[src/rtl/mtimer.sv]
// RISC-V machine timer: 64-bit free-running mtime, 64-bit mtimecmp, and a
// registered timer-interrupt-pending level, accessed over a word-wide req/ack bus.
module mtimer #(
  parameter int XLEN     = 32,
  parameter int PRESCALE = 1
) (
  input  logic            i_clk,
  input  logic            i_rst,
  input  logic            i_req,
  input  logic            i_we,
  input  logic [4:0]      i_addr,
  input  logic [XLEN-1:0] i_wdata,
  output logic [XLEN-1:0] o_rdata,
  output logic            o_ack,
  output logic            o_Int_tip
);

  localparam int            CW      = (PRESCALE > 1) ? $clog2(PRESCALE) : 1;
  localparam logic [CW-1:0] PRE_MAX = CW'(PRESCALE - 1);

  typedef enum logic {IDLE, ACK} state_t;

  state_t          state, state_nxt;
  logic [63:0]     mtime, mtimecmp;
  logic [CW-1:0]   pre_cnt;
  logic [XLEN-1:0] rdata_q, rd_mux;
  logic [2:0]      word;
  logic            access;
  logic            wr_time_lo, wr_time_hi, wr_cmp_lo, wr_cmp_hi;
  logic            unused_addr;

  // Byte-lane bits carry no meaning on a word-only bus.
  assign unused_addr = ^i_addr[1:0];

  // NOTE: every combinational output gets a default first so no path can
  // leave it unassigned and infer a latch.
  always_comb begin
    word       = i_addr[4:2];
    access     = (state == IDLE) && i_req;
    wr_time_lo = access && i_we && (word == 3'd0);
    wr_time_hi = access && i_we && (word == 3'd1);
    wr_cmp_lo  = access && i_we && (word == 3'd2);
    wr_cmp_hi  = access && i_we && (word == 3'd3);
    rd_mux     = '0;
    case (word)
      3'd0:    rd_mux = mtime[XLEN-1:0];
      3'd1:    rd_mux = mtime[63:XLEN];
      3'd2:    rd_mux = mtimecmp[XLEN-1:0];
      3'd3:    rd_mux = mtimecmp[63:XLEN];
      default: rd_mux = '0;
    endcase
  end

  always_comb begin
    state_nxt = state;
    o_ack     = 1'b0;
    o_rdata   = '0;
    case (state)
      IDLE: if (i_req) state_nxt = ACK;
      ACK: begin
        // The request line is deliberately ignored here; a held request is
        // only picked up again once back in IDLE.
        state_nxt = IDLE;
        o_ack     = 1'b1;
        o_rdata   = rdata_q;
      end
      default: state_nxt = IDLE;
    endcase
  end

  // NOTE: sequential state uses non-blocking assignments so every register
  // sees the pre-edge values of the others, regardless of block order.
  always_ff @(posedge i_clk or negedge i_rst) begin
    if (!i_rst) state <= IDLE;
    else        state <= state_nxt;
  end

  // Read data is captured from the pre-edge register contents.
  always_ff @(posedge i_clk or negedge i_rst) begin
    if (!i_rst)      rdata_q <= '0;
    else if (access) rdata_q <= rd_mux;
  end

  // A software write to mtime overrides the tick and restarts the prescaler.
  always_ff @(posedge i_clk or negedge i_rst) begin
    if (!i_rst) begin
      mtime   <= '0;
      pre_cnt <= '0;
    end else if (wr_time_lo || wr_time_hi) begin
      if (wr_time_lo) mtime[XLEN-1:0] <= i_wdata;
      if (wr_time_hi) mtime[63:XLEN]  <= i_wdata;
      pre_cnt <= '0;
    end else if (pre_cnt == PRE_MAX) begin
      pre_cnt <= '0;
      mtime   <= mtime + 64'd1;
    end else begin
      pre_cnt <= pre_cnt + 1'b1;
    end
  end

  always_ff @(posedge i_clk or negedge i_rst) begin
    if (!i_rst) begin
      mtimecmp  <= '1;
      o_Int_tip <= 1'b0;
    end else begin
      if (wr_cmp_lo) mtimecmp[XLEN-1:0] <= i_wdata;
      if (wr_cmp_hi) mtimecmp[63:XLEN]  <= i_wdata;
      o_Int_tip <= (mtime >= mtimecmp);
    end
  end

endmodule

[config.mk]
export PLATFORM = sky130hd
export DESIGN_NAME = mtimer
export DESIGN_NICKNAME = d
export VERILOG_FILES = /design/src/rtl/mtimer.sv
export SDC_FILE = /design/constraint.sdc
export NUM_CORES = 1
export LEC_CHECK = 0
export CAP_MARGIN = 20
export CORE_MARGIN = 3
export CORE_UTILIZATION = 45
export DETAILED_ROUTE_END_ITERATION = 12
export GPL_TIMING_DRIVEN = 1
export PLACE_DENSITY_LB_ADDON = 0.12
export SETUP_SLACK_MARGIN = 0.4
export SYNTH_ARGS = -nofsm -noshare
export SYNTH_HDL_FRONTEND = slang
export SYNTH_SLANG_ARGS = --single-unit
[constraint.sdc]
create_clock -name i_clk -period 6.1 [get_ports i_clk]
set_clock_uncertainty 0.1 [all_clocks]
set_input_delay 1.22 -clock i_clk [delete_from_list [all_inputs] [get_ports i_clk]]
set_output_delay 1.22 -clock i_clk [all_outputs]
set_load 0.05 [all_outputs]
-- After elaboration in Yosys (flattened, before gate mapping)
Index checks and enable logic that the tools add are counted.
- register bits after elaboration: 163
- input bits: 41
- output and inout port bits: 34
- add/sub/neg operators: 2
- magnitude comparators: 1
- equal/unequal tests: 6
- muxes and demuxes: 11
- bitwise gates (word level): 1
- reduce and logical (&&, ||, !) cells: 10
- operator list (kind ; number):
    64-bit two-way mux ; 2
    32-bit one-hot mux with 4 select lines ; 1
    32-bit two-way mux ; 3
    64-bit by 1-bit adder with 64-bit output, second input constant ; 1
    64-bit >= comparator ; 1
    3-bit by 2-bit == test with 1-bit output, second input constant ; 2
    1-bit logical AND ; 6
    1-bit two-way mux ; 4
    2-bit != test, second input constant ; 2
    2-bit AND reduction ; 2
    3-bit by 1-bit == test with 1-bit output, second input constant ; 1
    3-bit logical NOT ; 1
    2-bit by 1-bit != test with 1-bit output, second input constant ; 1
    1-bit one-hot mux with 2 select lines ; 1
    1-bit adder, second input constant ; 1
    1-bit logical OR ; 1
    1-bit NOT ; 1

-- Longest topological paths before layout
Gate-level depths: netlist (run 1).
- depth in word-level cells: 7
- depth in mapped cells: 9
- gate-level depth less buffers: 8

-- Worst setup path before layout (run 1)
OpenSTA, ideal clock, no wires.
- path kind: input to register
- from: input i_req
- to: register mtime[19]
- library setup time: 0.087 ns
- arrival time: 2.734 ns
- data required time: 5.913 ns
- path slack: 3.178 ns
- stages on the path: 8
- buffers on the path: 3
- cell sequence: nor2b_1 -> clkbuf_1 -> nand2_1 -> nor3_2 -> buf_2 -> clkbuf_1 -> o21ai_0 -> a22oi_1
- longest elaborated chain between the ends: 6
- elaborated cells between the ends (all ways): 9
- RTL lines (element ; RTL line ; text):
    start, declared ; 9 ; input logic i_req,
    1-bit logical AND * ; 39 ; access = (state == IDLE) && i_req;
    1-bit logical AND * ; 40, 41 ;
    1-bit logical AND, on equally long branches ; 40, 41 ;
    1-bit logical OR ; 89 ; end else if (wr_time_lo || wr_time_hi) begin
    2-bit != test (no source line) / 2-bit by 1-bit != test with 1-bit output (equally long branches) ; -- ;
    2-bit AND reduction (no source line) ; -- ;
    end signal, assigned by index ; 90 ; if (wr_time_lo) mtime[XLEN-1:0] <= i_wdata;
    end signal, assigned by index ; 91 ; if (wr_time_hi) mtime[63:XLEN] <= i_wdata;
    end signal, assigned ; 95 ; mtime <= mtime + 64'd1;
    end, declared ; 24 ; logic [63:0] mtime, mtimecmp;
Every way passes the cells marked *; elsewhere a longest branch is shown, timed or not.
A chain may end at the register's enable or synchronous reset.

-- Worst setup path in the final report (run 1)
- from: input i_addr[4]
- to: register mtime[57]
- longest elaborated chain between the ends: 5
- elaborated cells between the ends (all ways): 9
- RTL lines (element ; RTL line ; text):
    start, declared ; 11 ; input logic [4:0] i_addr,
    3-bit by 1-bit == test with 1-bit output / 3-bit logical NOT (equally long branches) ; 41, 40 ;
    1-bit logical AND, on equally long branches ; 41, 40 ;
    1-bit logical OR ; 89 ;
    2-bit != test (no source line) / 2-bit by 1-bit != test with 1-bit output (equally long branches) ; -- ;
    2-bit AND reduction (no source line) ; -- ;
Several ways; a longest one is shown, not always the timed one.

==> run_results.csv, run 1 <==
group,metric,value,unit
status,status,"completed",
finish,drive_gt1_frac,0.1146,
clock_network,clk_latency,0.44,ns
synth,synth.distinct_cells,64,
worst_setup_path,r2r-end,"mtime[36]$_DFFE_PN0P_",
worst_hold_path,hold_path_class,"register to register",
grt,grt.overflow.total,0,
floorplan,start_util,0.4664,
floorplan,placementRows,53,
worst_setup_path,reg2regPathDepth,7,
worst_setup_path,startpoint_type,"input pin",
synth,syn_nets,1280,
run,maxCapViolations,0,
worst_hold_path,whs_path_depth,2,
grt,grt_pass1_vias,8742,
clock_network,cts-htree-levels,4,
grt,antenna_found_initial,0,
synth,ys_seq_elements,162,
clock_network,cts_tree,"yes",
sta,tns,0,ns
synth,synthCells,1174,
power_and_ir_drop,cellPowerDensity,363.0,nW/um2
worst_setup_path,worstSetupEndpoint,"mtime[57]$_DFFE_PN0P_",
floorplan,ios,75,
worst_setup_path,critical_path_required,6.31,ns
floorplan,dieArea,24020,um2
clock_network,clkSinkCount,162,
worst_setup_path,timing.rr.start,"mtime[2]$_DFFE_PN0P_",
floorplan,dieWidth,155.0,um
grt,grt_use_total,0.2555,
placed_design,place_area,10940,um2
sta,finalHoldViolCount,0,
synth,synth-main-ff-cell,"dfrtp_1",
worst_setup_path,r2r_setup_slack,2.99,ns
sta,hold-worst-slack,0.4114,ns
floorplan,die_h,155.0,um
grt,grt_max_degree,74,
clock_network,cts.clk_slew.worst_paths,0.06,ns
clock_network,cts_root_buf,"clkbuf_16",
clock_network,cts_resized,0,
worst_setup_path,crit_arrival,3.70,ns
placed_design,dp_hpwl,20430,um
synth,avgSynthCellArea,8.509,um2
sta,slew_viol_final,0,
sta,slew_headroom,0.4120,
synth,synth_edf_count,0,
placed_design,gp_congestion,0.8384,
synth,yosysWarnings,0,
synth,yosysTopAreaCell,"dfrtp_1",
sta,setup_viol,0,
grt,grt_pass1_wl,48670,um
sta,rsz0062_at_grt,"no",
synth,yosysSeqAreaShare,0.4138,
finish,antennaDiodeCount,0,
power_and_ir_drop,p_leak,4.677,nW
clock_network,cts_hold_buf,0,
floorplan,core-area,21420,um2
sta,min_period,3.490,ns
routing,drtPass1Iterations,5,
routing,post-route-drc-count,0,
clock_network,cts_buffer_depth,2,
routing,vias_per_cell,6.146,
synth,synth_area_leaders,"dfrtp_1 (25%), dfstp_2 (17%), ha_1 (8.1%)",
routing,wl,30480,um
worst_setup_path,path_class,"input pin to register",
routing,via_count,9201,
sta,period_share,0.5721,
worst_setup_path,cp-end-kind,"register",
routing,first_iter_violations,767,
synth,synthArstFlopShare,1.000,
power_and_ir_drop,vdd_drop_max,0.1870,mV
sta,fmax,286.6,MHz
routing,wl_per_cell,20.36,um
clock_network,cts_buffers,17,
finish,finish.instance_area,11650,um2
finish,nets,1315,
sta,worst_pin_slew,0.8752,ns
power_and_ir_drop,p_total,4.228,mW
synth,syn-cell-area,9990,um2
worst_setup_path,crit_fanout,21,
finish,syn_to_final_growth,16.62,%
synth,synth.top_cell.area_share,0.2455,
placed_design,port_buffers,72,
routing,drtAntennaViolNets,0,
worst_setup_path,critical_path.startpoint,"i_addr[4]",
clock_network,post-cts-setup-buffers,0,
-- flip-flops by register name, indices dropped and copies added, names as in the netlist --
name       flops
mtime         64
mtimecmp      64
o_Int_tip      1
rdata_q       32
state          1
-- final cells by class --
class	count	area, um2
fillers	1994	9769
well taps	275	344.1
multi-input cells	863	5331
repair buffers	91	897.1
clock buffers	23	488.0
inverters	74	277.8
flip-flops and latches	162	4134
clock inverters	9	177.7
-- worst min-delay path by stage --
stage,start,end
finish,mtimecmp[11]$_DFFE_PN1P_,mtimecmp[11]$_DFFE_PN1P_
global route,mtimecmp[1]$_DFFE_PN1P_,mtimecmp[1]$_DFFE_PN1P_
CTS,mtimecmp[11]$_DFFE_PN1P_,mtimecmp[11]$_DFFE_PN1P_
detailed placement,mtimecmp[18]$_DFFE_PN1P_,mtimecmp[18]$_DFFE_PN1P_
global placement,mtimecmp[48]$_DFFE_PN1P_,mtimecmp[48]$_DFFE_PN1P_
floorplan,mtimecmp[10]$_DFFE_PN1P_,mtimecmp[10]$_DFFE_PN1P_
-- cells in the mapped netlist (13+ instances only) --
cell type  count
inv_1         74
dfstp_2       64
nand4_1       30
nor4_1        14
a22oi_1       67
and2_1        39
a211oi_1      13
a21oi_1       85
nand2_1      125
nor3_1        18
nor2_1        99
a31oi_1       40
nand3_1       36
clkbuf_1      59
o21ai_0      106
dfrtp_1       98
ha_1          65
-- metal layers --
| metal | vias up | global-route usage | routed length [um] |
|---|---|---|---|
| met5 | - | 0 | 0 |
| met4 | 0 | 0.08326 | 756 |
| met3 | 54 | 0.04395 | 1837 |
| met2 | 336 | 0.4113 | 14330 |
| met1 | 4445 | 0.3518 | 13560 |
| li1 | 4366 | - | - |
-- placed cells by master (no fill, tap or decap), drive strengths merged, types with 5 or more instances in the layout --
cell	instances
nor3	22
clkdlybuf4s50	71
a21oi	85
o31ai	8
a31oi	40
a211oi	13
o21ai	107
o22a	10
a21o	5
nor2	99
a22oi	67
clkbuf	23
nand4	31
nand2	125
o21a	5
nor4	17
bufinv	5
dfrtp	98
and2	39
and3	11
nand3	38
inv	74
dfstp	64
o22ai	10
buf	20
nor3b	5
ha	65
o32ai	7
-- through the flow --
| step | instances | utilization | worst slack [ns] |
|---|---|---|---|
| after global placement | 1463 | 0.5106 | 1.950 |
| after detailed placement | 1463 | 0.5106 | 1.923 |
| after CTS | 1495 | 0.5417 | 2.380 |
| after floorplan | 1174 | - | 3.178 |
| final | 1497 | 0.5439 | 2.610 |
| after global routing | 1497 | 0.5439 | 2.412 |
-- worst max-delay path: stages --
cell and delay (ns):
clkdlybuf4s50_1 0.53, nor2_1 0.33, and2_1 0.21, nand3_2 0.38, nand2_1 0.27, buf_4 0.32
o21ai_1 0.11, a221o_1 0.31
-- cells by family after synthesis --
kind of cell	Yosys count	share of synthesized area
simple gates	406	0.1998
compound gates	387	0.2430
flops	162	0.4138
buf+inv	149	0.05711
fa+ha+maj	65	0.08141
mux	3	0.003131
xor+xnor	2	0.001754
-- power breakdown --
part | internal, mW | leakage [nW] | switching [mW]
clock network | 0.770 | 0.316 | 0.456
logic | 0.501 | 2.59 | 0.752
registers | 1.42 | 1.77 | 0.328
(Power assumes the default switching activity.)
==> run 2, diff against run 1 <==
clock period = 3.1 ns   (was 6.1 ns; I/O delays follow)
==> run_results.csv, run 2 (synthesized netlist as in run 1, its figures left out) <==
group,metric,value,unit
placed_design,gp_congestion,0.8688,
finish,syn_to_final_growth,18.74,%
power_and_ir_drop,cellPowerDensity,688.1,nW/um2
worst_setup_path,path_cells,"nand3_2 -> or4_4 -> or4_4 -> nor4_2 -> o21ai_1 -> a221o_1",
routing,drtAntennaViolNets,0,
sta,slew_viol_final,0,
grt,grt.overflow.total,0,
clock_network,cts_hold_buf,0,
grt,grt_pass1_wl,49850,um
routing,wl,30970,um
grt,grt_pass1_vias,9008,
worst_setup_path,crit_fanout,6,
worst_hold_path,hold_path_class,"input pin to asynchronous set/reset pin",
sta,setup_viol,0,
placed_design,port_buffers,72,
worst_setup_path,critical_path.slowest_cell,"or4_4",
clock_network,cts-htree-levels,4,
routing,vias_per_cell,6.088,
worst_setup_path,cp_common_cell,"or4_4",
finish,final_common_cell,"nand2_1",
worst_setup_path,cp-end-kind,"register",
grt,grtUsageMet3,0.04506,
sta,min_period,2.604,ns
worst_setup_path,reg2regPathDepth,6,
finish,finalNonFillerCells,1538,
floorplan,dieWidth,155.0,um
grt,grt_use_total,0.2604,
finish,drive_gt1_frac,0.1766,
sta,worst_pin_slew,0.6679,ns
finish,fill_cells,2004,
worst_setup_path,critPathMaxStageDelay,0.58,ns
clock_network,cts_root_buf,"clkbuf_16",
finish,reg.largest.list,"mtime x64, mtimecmp x64, rdata_q x32",
routing,via_count,9364,
grt,antenna_found_initial,0,
sta,finalHoldViolCount,0,
clock_network,cts_buffers,17,
clock_network,clkSinkCount,162,
clock_network,cts_buffer_depth,2,
power_and_ir_drop,p_leak,4.914,nW
routing,first_iter_violations,710,
power_and_ir_drop,vdd_drop_max,0.3277,mV
worst_setup_path,startpoint_type,"register",
sta,rsz0062_at_grt,"no",
worst_setup_path,crit_arrival,2.82,ns
clock_network,cts_tree,"yes",
placed_design,dp_hpwl,21680,um
grt,grt_max_degree,65,
finish,final_cell_mix,"nand2_1 (125), o21ai_0 (105), nor2_1 (98)",
routing,post-route-drc-count,0,
grt,grtUsageMet1,0.3587,
clock_network,clk_latency,0.44,ns
floorplan,core-area,21420,um2
sta,period_share,0.8400,
finish,antennaDiodeCount,0,
routing,wl_per_cell,20.14,um
worst_setup_path,path_class,"register to register",
worst_setup_path,critical_path_required,3.32,ns
grt,busiest_layer,"met2",
floorplan,placementRows,53,
sta,fmax,384.0,MHz
status,status,"completed",
finish,nets,1356,
placed_design,dp_cells,1504,
finish,fin_util,0.5538,
clock_network,cts.clk_slew.worst_paths,0.07,ns
grt,grt_util_met2,0.4106,
sta,slew_headroom,0.5506,
sta,hold-worst-slack,0.01180,ns
routing,drtPass1Iterations,5,
floorplan,start_util,0.4664,
sta,tns,0,ns
run,maxCapViolations,0,
floorplan,dieArea,24020,um2
floorplan,ios,75,
floorplan,die_h,155.0,um
## run 2: changes by cell type in the layout (fill, tap and decap cells not counted), sizes merged
cell and delta:
buf +74, clkinv +6, clkdlybuf4s50 -33, bufinv -4, clkbuf -1, clkinvlp -1
## run 2: final cells by class
class / count / area, um2 / area share
Multi-Input combinational cell: 863 / 5398 / 0.4551
Clock buffer: 22 / 464.2 / 0.03913
Sequential cell: 162 / 4138 / 0.3488
Timing Repair Buffer: 132 / 1152 / 0.09715
Inverter: 74 / 277.8 / 0.02342
Clock inverter: 10 / 87.58 / 0.007384
Tap cell: 275 / 344.1 / 0.02901
## run 2: timing repair
item,4_1_cts,5_1_grt
cloned,0,0
gates resized for setup,1,14
pin swaps,0,1
setup endpoints to repair,1,19
buffers inserted,0,2
## run 2: path summary, 6_finish.rpt
path | start | endpoint | slack [ns]
max in group asynchronous | i_rst | mtimecmp[53]$_DFFE_PN1P_ | 2.13
min in group i_clk | mtimecmp[27]$_DFFE_PN1P_ | mtimecmp[27]$_DFFE_PN1P_ | 0.41
worst min-delay path | i_rst | rdata_q[1]$_DFFE_PN0P_ | 0.01
worst max register to register | mtime[6]$_DFFE_PN0P_ | mtime[57]$_DFFE_PN0P_ | 0.50
worst min register to register | mtimecmp[27]$_DFFE_PN1P_ | mtimecmp[27]$_DFFE_PN1P_ | 0.41
worst max-delay path | mtime[6]$_DFFE_PN0P_ | mtime[57]$_DFFE_PN0P_ | 0.50
## run 2: routing by layer
metal / vias to the layer above / part of all wire
met1: 4588 / 0.45
li1: 4440 / -
met4: 0 / 0.034
met5: - / 0
met3: 59 / 0.052
met2: 277 / 0.46
## run 2: critical path, delay by kind of cell, from the launching register on
kind | cells | cell delay, ns
compound gates | 2 | 0.40
flops | 1 | 0.45
simple gates | 4 | 1.53
## run 2: metrics by stage
stage / setup WS, ns / cell area [um2] / power, mW
final: 0.4960 / 11860 / 8.162
after global routing: 0.3927 / 11860 / 8.720
after CTS: 0.4416 / 11780 / 8.131
after detailed placement: 0.3169 / 11220 / 6.065
after global placement: 0.3139 / 11220 / 5.996
after floorplan: 0.6535 / 9990 / 5.004
## run 2: power by group
part / switching [mW] / internal (mW) / leakage (nW) / total (mW)
registers: 0.538 / 2.80 / 1.76 / 3.34
logic: 1.67 / 1.10 / 2.88 / 2.77
clock network: 0.905 / 1.14 / 0.270 / 2.05
==> run 3, diff against run 2 <==
clock period = 2.4 ns   (was 3.1 ns; I/O delays follow)
==> run_results.csv, run 3 (synthesized netlist as in run 1, its figures left out) <==
group,metric,value,unit
finish,final_common_cell,"buf_4",
clock_network,cts.clk_slew.worst_paths,0.07,ns
grt,grt_pass1_wl,53940,um
grt,grt_pass1_vias,9603,
status,status,"finished with violations",
routing,dr_wl_met2,16510,um
clock_network,cts_tree,"yes",
finish,fin_util,0.6818,
worst_hold_path,hold_path_startpoint,"mtimecmp[9]$_DFFE_PN1P_",
sta,fmax,410.5,MHz
floorplan,die_h,155.0,um
placed_design,dp_hpwl,23300,um
worst_setup_path,critical_path_required,2.60,ns
finish,final_cell_mix,"buf_4 (127), nand2_1 (120), nor2_1 (91)",
power_and_ir_drop,p_total,12.30,mW
worst_setup_path,timing.rr.start,"mtimecmp[2]$_DFFE_PN1P_",
status,violations,"negative setup slack",
power_and_ir_drop,cellPowerDensity,842.0,nW/um2
floorplan,ios,75,
worst_setup_path,crit_fanout,2,
floorplan,start_util,0.4664,
routing,via_count,10320,
run,maxCapViolations,0,
finish,finish.instance_area,14600,um2
worst_setup_path,startpoint_type,"register",
routing,wl_per_cell,21.55,um
sta,period_share,1.015,
sta,finalHoldViolCount,0,
placed_design,place_area,12440,um2
grt,antenna_found_initial,0,
worst_setup_path,cp-end-kind,"register",
sta,setup_slack,-0.03609,ns
routing,drtAntennaViolNets,0,
worst_setup_path,r2r_setup_slack,-0.04,ns
grt,grt_use_total,0.2832,
worst_setup_path,reg2regPathDepth,9,
finish,drive_gt1_frac,0.3402,
sta,slew_headroom,0.6076,
clock_network,cts_root_buf,"clkbuf_16",
worst_hold_path,whs_path_depth,2,
clock_network,cts-htree-levels,4,
sta,min_period,2.436,ns
sta,rsz0062_at_grt,"yes",
floorplan,core-area,21420,um2
finish,syn_to_final_growth,46.19,%
finish,nets,1492,
grt,grt_max_degree,45,
routing,vias_per_cell,6.167,
floorplan,placementRows,53,
worst_setup_path,r2r-end,"o_Int_tip$_DFF_PN0_",
floorplan,dieWidth,155.0,um
grt,grt.overflow.total,0,
clock_network,cts_buffer_depth,2,
worst_hold_path,hold_path_class,"register to register",
worst_hold_path,worst_hold_path.endpoint,"mtimecmp[9]$_DFFE_PN1P_",
clock_network,clk_latency,0.44,ns
worst_setup_path,path_class,"register to register",
routing,drtPass1Iterations,5,
floorplan,dieArea,24020,um2
routing,post-route-drc-count,0,
power_and_ir_drop,p_leak,6.177,nW
routing,wl_met3,3206,um
routing,top_layer_used,"met4",
finish,antennaDiodeCount,0,
power_and_ir_drop,vdd_drop_max,0.4884,mV
sta,tns,-0.03609,ns
finish,reg.largest.list,"mtime x64, mtimecmp x64, rdata_q x32",
routing,first_iter_violations,1199,
clock_network,clkSinkCount,162,
sta,slew_viol_final,0,
clock_network,cts_buffers,17,
worst_setup_path,crit_arrival,2.63,ns
placed_design,port_buffers,72,
placed_design,gp_congestion,0.8935,
sta,setup_viol,1,
sta,worst_pin_slew,0.5825,ns
routing,wl,36080,um
routing,wirelength_met1,15320,um
-- run 3: cell count changes in the layout (fill, tap and decap cells not counted), sizes merged, moves of 2 or more --
| cell | previous run | this run |
|---|---|---|
| dlymetal6s2s | 0 | 3 |
| clkdlybuf4s50 | 38 | 34 |
| bufinv | 1 | 5 |
| buf | 94 | 227 |
| clkinv | 7 | 5 |
-- run 3: metal layers --
layer,up-vias,track usage
li1,4707,-
met1,4987,0.4184
met2,537,0.4357
met3,93,0.04006
met4,0,0.07948
met5,-,0
-- run 3: how the worst max path moves through the flow --
stage	start	to	depth (start not counted)
final	mtimecmp[2]$_DFFE_PN1P_	o_Int_tip$_DFF_PN0_	9
after global routing	mtimecmp[2]$_DFFE_PN1P_	o_Int_tip$_DFF_PN0_	9
after CTS	mtimecmp[2]$_DFFE_PN1P_	o_Int_tip$_DFF_PN0_	9
after detailed placement	i_addr[4]	mtime[58]$_DFFE_PN0P_	8
after global placement	i_addr[4]	mtime[58]$_DFFE_PN0P_	8
after floorplan	mtime[3]$_DFFE_PN0P_	mtime[57]$_DFFE_PN0P_	7
-- run 3: timing repair --
action	CTS	global route
endpoints found under the setup margin	75	101
pin swaps	65	61
hold endpoints to repair	29	0
hold buffers	1	0
buffers inserted	33	25
gates resized for setup	122	103
gates cloned	1	2
-- run 3: worst max-delay path, cell delays in order, from the launching register on --
cell      delay, ns
dfstp_2        0.53
inv_1          0.07
ha_4           0.22
a21o_1         0.21
a31oi_2        0.20
o21ai_2        0.13
a2111o_1       0.45
a21oi_1        0.14
buf_4          0.14
o211ai_1       0.09
-- run 3: cell type report --
cell class,instances,area [um2]
fillers,1621,6815
flip-flops and latches,162,4146
inverters,74,277.8
clock buffers,21,450.4
clock inverters,11,186.4
multi-input cells,863,6156
repair buffers,268,3043
well taps,275,344.1
-- run 3: through the flow --
step	setup WS, ns	hold slack, ns	instances
CTS	0.02045	0.4158	1647
global placement	-0.04554	0.3469	1580
global route	-0.04797	0.4329	1674
finish	-0.03609	0.4142	1674
floorplan	0.06191	0.08441	1174
detailed placement	-0.07901	0.3416	1580
-- run 3: power breakdown --
group          switching, mW  internal, mW
clock                   1.18          1.87
combinational           2.89          2.22
sequential             0.515          3.63
